===== src/rtl/led_pattern_sequencer.sv =====
// Pattern sequencer for the four board LEDs: OFF/SOLID/BREATHE/BLINK/CHASE
// with a controlled fade-out between patterns. It owns its own slow update tick.
module led_pattern_sequencer #(
    parameter int TICK_DIV    = 800_000,
    parameter int BLINK_TICKS = 64,
    parameter int FADE_STEP   = 8
) (
    input  logic        clk,
    input  logic        rst,
    input  logic        cmd_valid,
    output logic        cmd_ready,
    input  logic [2:0]  cmd_mode,
    input  logic [7:0]  cmd_level,
    output logic [31:0] duty,
    output logic        busy
);

    localparam int TW = (TICK_DIV > 1) ? $clog2(TICK_DIV) : 1;
    localparam int PW = (BLINK_TICKS > 1) ? $clog2(BLINK_TICKS) : 1;
    localparam logic [TW-1:0] TICK_LAST = TW'(TICK_DIV - 1);
    localparam logic [PW-1:0] PHASE_LAST = PW'(BLINK_TICKS - 1);
    localparam logic [7:0] STEP = 8'(FADE_STEP);

    typedef enum logic [2:0] {
        ST_OFF,
        ST_SOLID,
        ST_BREATHE,
        ST_BLINK,
        ST_CHASE,
        ST_FADE
    } state_t;

    typedef logic [3:0][7:0] duty_t;

    state_t          state_q, state_d;
    duty_t           duty_q, duty_d;
    logic [7:0]      level_q, level_d;
    logic [PW-1:0]   phase_q, phase_d;
    logic            dir_up_q, dir_up_d;
    logic            blink_on_q, blink_on_d;
    logic [1:0]      chase_idx_q, chase_idx_d;
    state_t          pend_mode_q, pend_mode_d;
    logic [7:0]      pend_level_q, pend_level_d;
    logic [TW-1:0]   tick_cnt_q, tick_cnt_d;

    logic            tick;
    logic            accept;
    state_t          cmd_state;
    logic            enter;
    state_t          enter_mode;
    logic [7:0]      enter_level;
    logic [7:0]      breathe_val;
    duty_t           faded;

    // Mode codes 5-7 are not defined patterns and behave as OFF.
    function automatic state_t decode_mode(input logic [2:0] m);
        state_t s;
        case (m)
            3'd1:    s = ST_SOLID;
            3'd2:    s = ST_BREATHE;
            3'd3:    s = ST_BLINK;
            3'd4:    s = ST_CHASE;
            default: s = ST_OFF;
        endcase
        return s;
    endfunction

    function automatic duty_t entry_duty(input state_t m, input logic [7:0] lvl);
        duty_t d;
        d = '0;
        case (m)
            ST_SOLID, ST_BLINK: d = {4{lvl}};
            ST_CHASE:           d[0] = lvl;
            default:            d = '0;
        endcase
        return d;
    endfunction

    assign tick      = (tick_cnt_q == TICK_LAST);
    assign cmd_ready = (state_q != ST_FADE);
    assign accept    = cmd_valid && cmd_ready;
    assign cmd_state = decode_mode(cmd_mode);
    assign busy      = (state_q == ST_FADE);
    assign duty      = duty_q;

    always_comb begin
        for (int i = 0; i < 4; i++) begin
            faded[i] = (duty_q[i] > STEP) ? (duty_q[i] - STEP) : 8'h00;
        end
    end

    always_comb begin
        state_d      = state_q;
        duty_d       = duty_q;
        level_d      = level_q;
        phase_d      = phase_q;
        dir_up_d     = dir_up_q;
        blink_on_d   = blink_on_q;
        chase_idx_d  = chase_idx_q;
        pend_mode_d  = pend_mode_q;
        pend_level_d = pend_level_q;
        enter        = 1'b0;
        enter_mode   = ST_OFF;
        enter_level  = 8'h00;
        breathe_val  = duty_q[0];

        tick_cnt_d = tick ? '0 : (tick_cnt_q + TW'(1));

        // An accepted command takes priority; a coincident tick is dropped.
        if (accept) begin
            if (duty_q == '0) begin
                enter       = 1'b1;
                enter_mode  = cmd_state;
                enter_level = cmd_level;
            end else begin
                state_d      = ST_FADE;
                pend_mode_d  = cmd_state;
                pend_level_d = cmd_level;
            end
        end else if (tick) begin
            case (state_q)
                ST_BREATHE: begin
                    if (level_q == 8'h00) begin
                        breathe_val = 8'h00;
                    end else if (dir_up_q) begin
                        if (duty_q[0] >= level_q) begin
                            dir_up_d    = 1'b0;
                            breathe_val = level_q - 8'd1;
                        end else begin
                            breathe_val = duty_q[0] + 8'd1;
                        end
                    end else begin
                        if (duty_q[0] == 8'h00) begin
                            dir_up_d    = 1'b1;
                            breathe_val = 8'd1;
                        end else begin
                            breathe_val = duty_q[0] - 8'd1;
                        end
                    end
                    duty_d = {4{breathe_val}};
                end
                ST_BLINK: begin
                    if (phase_q == PHASE_LAST) begin
                        phase_d    = '0;
                        blink_on_d = !blink_on_q;
                        duty_d     = blink_on_q ? '0 : {4{level_q}};
                    end else begin
                        phase_d = phase_q + PW'(1);
                    end
                end
                ST_CHASE: begin
                    if (phase_q == PHASE_LAST) begin
                        phase_d     = '0;
                        chase_idx_d = chase_idx_q + 2'd1;
                        for (int i = 0; i < 4; i++) begin
                            duty_d[i] = (chase_idx_d == 2'(i)) ? level_q : 8'h00;
                        end
                    end else begin
                        phase_d = phase_q + PW'(1);
                    end
                end
                ST_FADE: begin
                    if (faded == '0) begin
                        enter       = 1'b1;
                        enter_mode  = pend_mode_q;
                        enter_level = pend_level_q;
                    end else begin
                        duty_d = faded;
                    end
                end
                default: ;
            endcase
        end

        // Mode entry is shared by direct accepts and the end of a fade.
        if (enter) begin
            state_d     = enter_mode;
            level_d     = enter_level;
            duty_d      = entry_duty(enter_mode, enter_level);
            phase_d     = '0;
            dir_up_d    = 1'b1;
            blink_on_d  = 1'b1;
            chase_idx_d = 2'd0;
        end
    end

    always_ff @(posedge clk or posedge rst) begin
        if (rst) begin
            state_q      <= ST_OFF;
            duty_q       <= '0;
            level_q      <= 8'h00;
            phase_q      <= '0;
            dir_up_q     <= 1'b1;
            blink_on_q   <= 1'b1;
            chase_idx_q  <= 2'd0;
            pend_mode_q  <= ST_OFF;
            pend_level_q <= 8'h00;
            tick_cnt_q   <= '0;
        end else begin
            state_q      <= state_d;
            duty_q       <= duty_d;
            level_q      <= level_d;
            phase_q      <= phase_d;
            dir_up_q     <= dir_up_d;
            blink_on_q   <= blink_on_d;
            chase_idx_q  <= chase_idx_d;
            pend_mode_q  <= pend_mode_d;
            pend_level_q <= pend_level_d;
            tick_cnt_q   <= tick_cnt_d;
        end
    end

endmodule

===== config.mk =====
export PLATFORM = sky130hd
export DESIGN_NAME = led_pattern_sequencer
export DESIGN_NICKNAME = d
export VERILOG_FILES = /design/src/rtl/led_pattern_sequencer.sv
export SDC_FILE = /design/constraint.sdc
export NUM_CORES = 1
export LEC_CHECK = 0
export CAP_MARGIN = 20
export CORE_UTILIZATION = 50
export CTS_CLUSTER_DIAMETER = 40
export CTS_CLUSTER_SIZE = 14
export DETAILED_ROUTE_END_ITERATION = 12
export PLACE_DENSITY_LB_ADDON = 0.25
export RECOVER_POWER = 100
export SLEW_MARGIN = 5
export SYNTH_ARGS = -nofsm -noshare
export SYNTH_HDL_FRONTEND = slang
export SYNTH_SLANG_ARGS = --single-unit

===== constraint.sdc =====
create_clock -name clk -period 4.18 [get_ports clk]
set_input_delay 0.418 -clock clk [delete_from_list [all_inputs] [get_ports clk]]
set_output_delay 0.418 -clock clk [all_outputs]
set_load 0.02 [all_outputs]

==> impl_metrics.json <==
{
  "grt_max_degree": 59,
  "vias_per_cell": 6.53,
  "ios": 48,
  "highest_layer": "met4",
  "start_util_pct": 52.4,
  "relSlewSlack_pct": -64.5,
  "cts_root_buffer": "clkbuf_16",
  "syn_area_mm2": 0.00578,
  "wirelength_um": 17300,
  "route.detailed.drc": 0,
  "layout_setup_ws_ns": 0.496,
  "setup_viol": 0,
  "crit_required_ns": 4.38,
  "syn2layout_area_growth_pct": 14.8,
  "fin_nets": 738,
  "worstSetupPathType": "reg2reg",
  "numCtsBuffers": 9,
  "p_sw_mw": 0.375,
  "cp_max_fo": 23,
  "path_buf_inv": 2,
  "met2_wirelength_um": 7640,
  "wl_met1_um": 7310,
  "place_inst": 828,
  "power_frac_comb_pct": 2.8,
  "cts_tree": "built",
  "p_leak_nw": 2.90,
  "postSynthRegisterBits": 84,
  "ys.flop_type": "dfrtp_1",
  "place.gp.congestion": 0.946,
  "pre_cts_slack_ns": 0.690,
  "cts_hold_buf": 0,
  "slowest_delay_ns": 0.50,
  "maxSlewViolCount": 44,
  "final_cell_mix": "dfrtp_1, nor2_1, nand2_1, o21ai_0, a21oi_1",
  "fillers": 995,
  "grt_pass1_wl_um": 27200,
  "swShare_pct": 22.6,
  "drive_above_1_share_pct": 8.64,
  "ctsResizeCount": 0,
  "pwr-share-clk_pct": 47.0,
  "ys_warn_count": 0,
  "cts.clk_slew.worst_paths_ns": 0.07,
  "hold_ws_ns": 0.489,
  "die_area_mm2": 0.0120,
  "grt_pass1_vias": 5106,
  "die_h_um": 110,
  "clock_path_buffers": 2,
  "seqPwrFrac_pct": 50.2,
  "synth_top_area_share_pct": 35.5,
  "synth_cell_types": 75,
  "cell_internal_pwr_mw": 1.28,
  "hp-class": "reg2reg",
  "fin_crit_ns": 3.68,
  "final_cells": 846,
  "violations": "max-capacitance violations, max-slew violations",
  "finalHoldViolations": 0,
  "met3WireLength_um": 1790,
  "finalCritPeriodShare_pct": 88.1,
  "die_w_um": 110,
  "dpl.hpwl_um": 12700,
  "peakVddDrop_uv": 215,
  "gr-total-overflow": 0,
  "synth_top_cell_by_area": "dfrtp_1",
  "synth_nets": 694,
  "maxCapViolations": 1,
  "fmax_ghz": 0.271,
  "post_cts_buffers": 0,
  "finalSetupTns_ns": 0,
  "firstDrtPassIters": 6,
  "vias": 5521,
  "avgSynthCellArea_um2": 8.80,
  "port-buffer-count": 47,
  "syn_inst": 657,
  "num_rows": 38,
  "cp_slowest_cell": "nor4_1",
  "synth_area_leaders": "dfrtp_1, ha_1, o21ai_0",
  "path_cells": "inv_1 > ha_1 > or3b_2 > nor4_1 > nand3_1 > nor2_1 > or2_1 > clkbuf_2 > nor2_1 > o211ai_1 > o211ai_1",
  "outcome": "complete, but fails checks",
  "wl_per_cell_um": 20.5,
  "synth_edf_count": 0,
  "arrival_ns": 3.88,
  "htree_levels": 3,
  "crit_family": "simple AND/OR/NAND/NOR gates",
  "crit_path_end_kind": "register",
  "track_usage_pct": 30.4,
  "core_area_mm2": 0.0110,
  "power_mw": 1.66,
  "ys_seq_area_share_pct": 36.4,
  "cp-start-kind": "register",
  "drt_iter0_markers": 636,
  "layout_commonest_cell": "dfrtp_1",
  "fin_skew_ns": 0.00946,
  "antenna_found_initial": 0,
  "ys_async_sr_fraction_pct": 100,
  "ant_nets": 0,
  "rsz0062_at_grt": "false",
  "pwr_density_cell_mw_per_mm2": 250,
  "max_slew.worst_pin.slew_ns": 2.47,
  "cts_sinks": 84,
  "clk_latency_ns": 0.35,
  "antenna_cells": 0
}
## flip-flops by register name (all words and copies together), names as in the netlist
| name | flops |
|---|---|
| duty | 32 |
| tick_cnt_q | 20 |
| level_q | 8 |
| pend_level_q | 8 |
| phase_q | 6 |
| pend_mode_q | 3 |
| state_q | 3 |
| chase_idx_q | 2 |
| blink_on_q | 1 |
| dir_up_q | 1 |
## worst register-to-register path, delay by kind of cell, from the launching register on
kind            cells  cell delay, ns
simple gates        6            1.96
buf+inv             2            0.61
flops               1            0.48
compound gates      2            0.29
fa+ha+maj           1            0.20
## kinds of logic after synthesis
| family | Yosys count | synth area share, % |
|---|---|---|
| AOI/OAI and AO/OA | 213 | 26.0 |
| xor gates and xnor gates | 41 | 6.21 |
| adders and majority gates | 23 | 4.98 |
| buffers and inverters | 55 | 4.02 |
| DFF | 84 | 36.4 |
| muxes | 12 | 2.25 |
| and+or+nand+nor | 229 | 20.2 |
## area by class of cell
type	count	area, um2	share of cell area, %
well taps	140	175	2.64
clock buffers	12	256	3.87
multi-input cells	518	3410	51.4
flip-flops and latches	84	2100	31.7
clock inverters	4	31.3	0.471
repair buffers	58	547	8.24
inverters	30	114	1.72
## final timing paths
kind | slack, ns | endpoint | from | cells past startpoint
min in group asynchronous | 0.60 | pend_level_q[0]$_DFFE_PP0P_ | rst | 2
max in group asynchronous | 0.83 | blink_on_q$_DFFE_PP1P_ | rst | 4
setup / recovery | 0.50 | duty[5]$_DFFE_PP0P_ | duty[0]$_DFFE_PP0P_ | 11
hold / removal | 0.49 | tick_cnt_q[0]$_DFF_PP0_ | tick_cnt_q[0]$_DFF_PP0_ | 1
setup reg to reg | 0.50 | duty[5]$_DFFE_PP0P_ | duty[0]$_DFFE_PP0P_ | 11
hold reg to reg | 0.49 | tick_cnt_q[0]$_DFF_PP0_ | tick_cnt_q[0]$_DFF_PP0_ | 1
## routing by layer
layer  track usage, %  vias to the layer above
li1                 -                     2509
met5                0                        -
met2             45.2                      294
met3             9.48                       56
met4             11.8                        0
met1             41.4                     2662
## power groups by stage
stage / sequential [mW] / clock [mW] / combinational, mW
global placement: 0.847 / 0 / 0.0466
floorplan: 0.846 / 0 / 0.0254
finish: 0.833 / 0.780 / 0.0472
CTS: 0.833 / 0.791 / 0.0481
detailed placement: 0.848 / 0 / 0.0480
global route: 0.833 / 0.819 / 0.0533
## synth_stat cells, types with 4 or more instances
cell type  number
and3_1          6
ha_1           23
a31oi_1         7
o21a_1          5
nor4_1          7
a22oi_1        16
inv_1          29
o31a_1          7
nand2b_1       13
or4_4           5
o21ai_1         4
xor2_1         14
a211oi_1        5
o21ai_0        51
dfrtp_1        82
or3_1           7
o31ai_1         8
mux2i_1         4
a21o_1         14
nand2_1        55
xnor2_1        27
nor3_1         15
a22o_1         12
buf_2           9
nand4_1         7
nand3_1        22
o211ai_1        7
clkbuf_1       13
a21oi_2         9
nor2_1         65
a21oi_1        32
a32o_1          4
mux2_2          8
## metrics by stage
stage	cell area [um2]	util, %
after floorplan	5780	-
after global placement	6380	57.8
after detailed placement	6380	57.8
after CTS	6660	60.4
after global routing	6640	60.2
final	6640	60.2
Note: power is estimated with default switching activity, not from simulation.
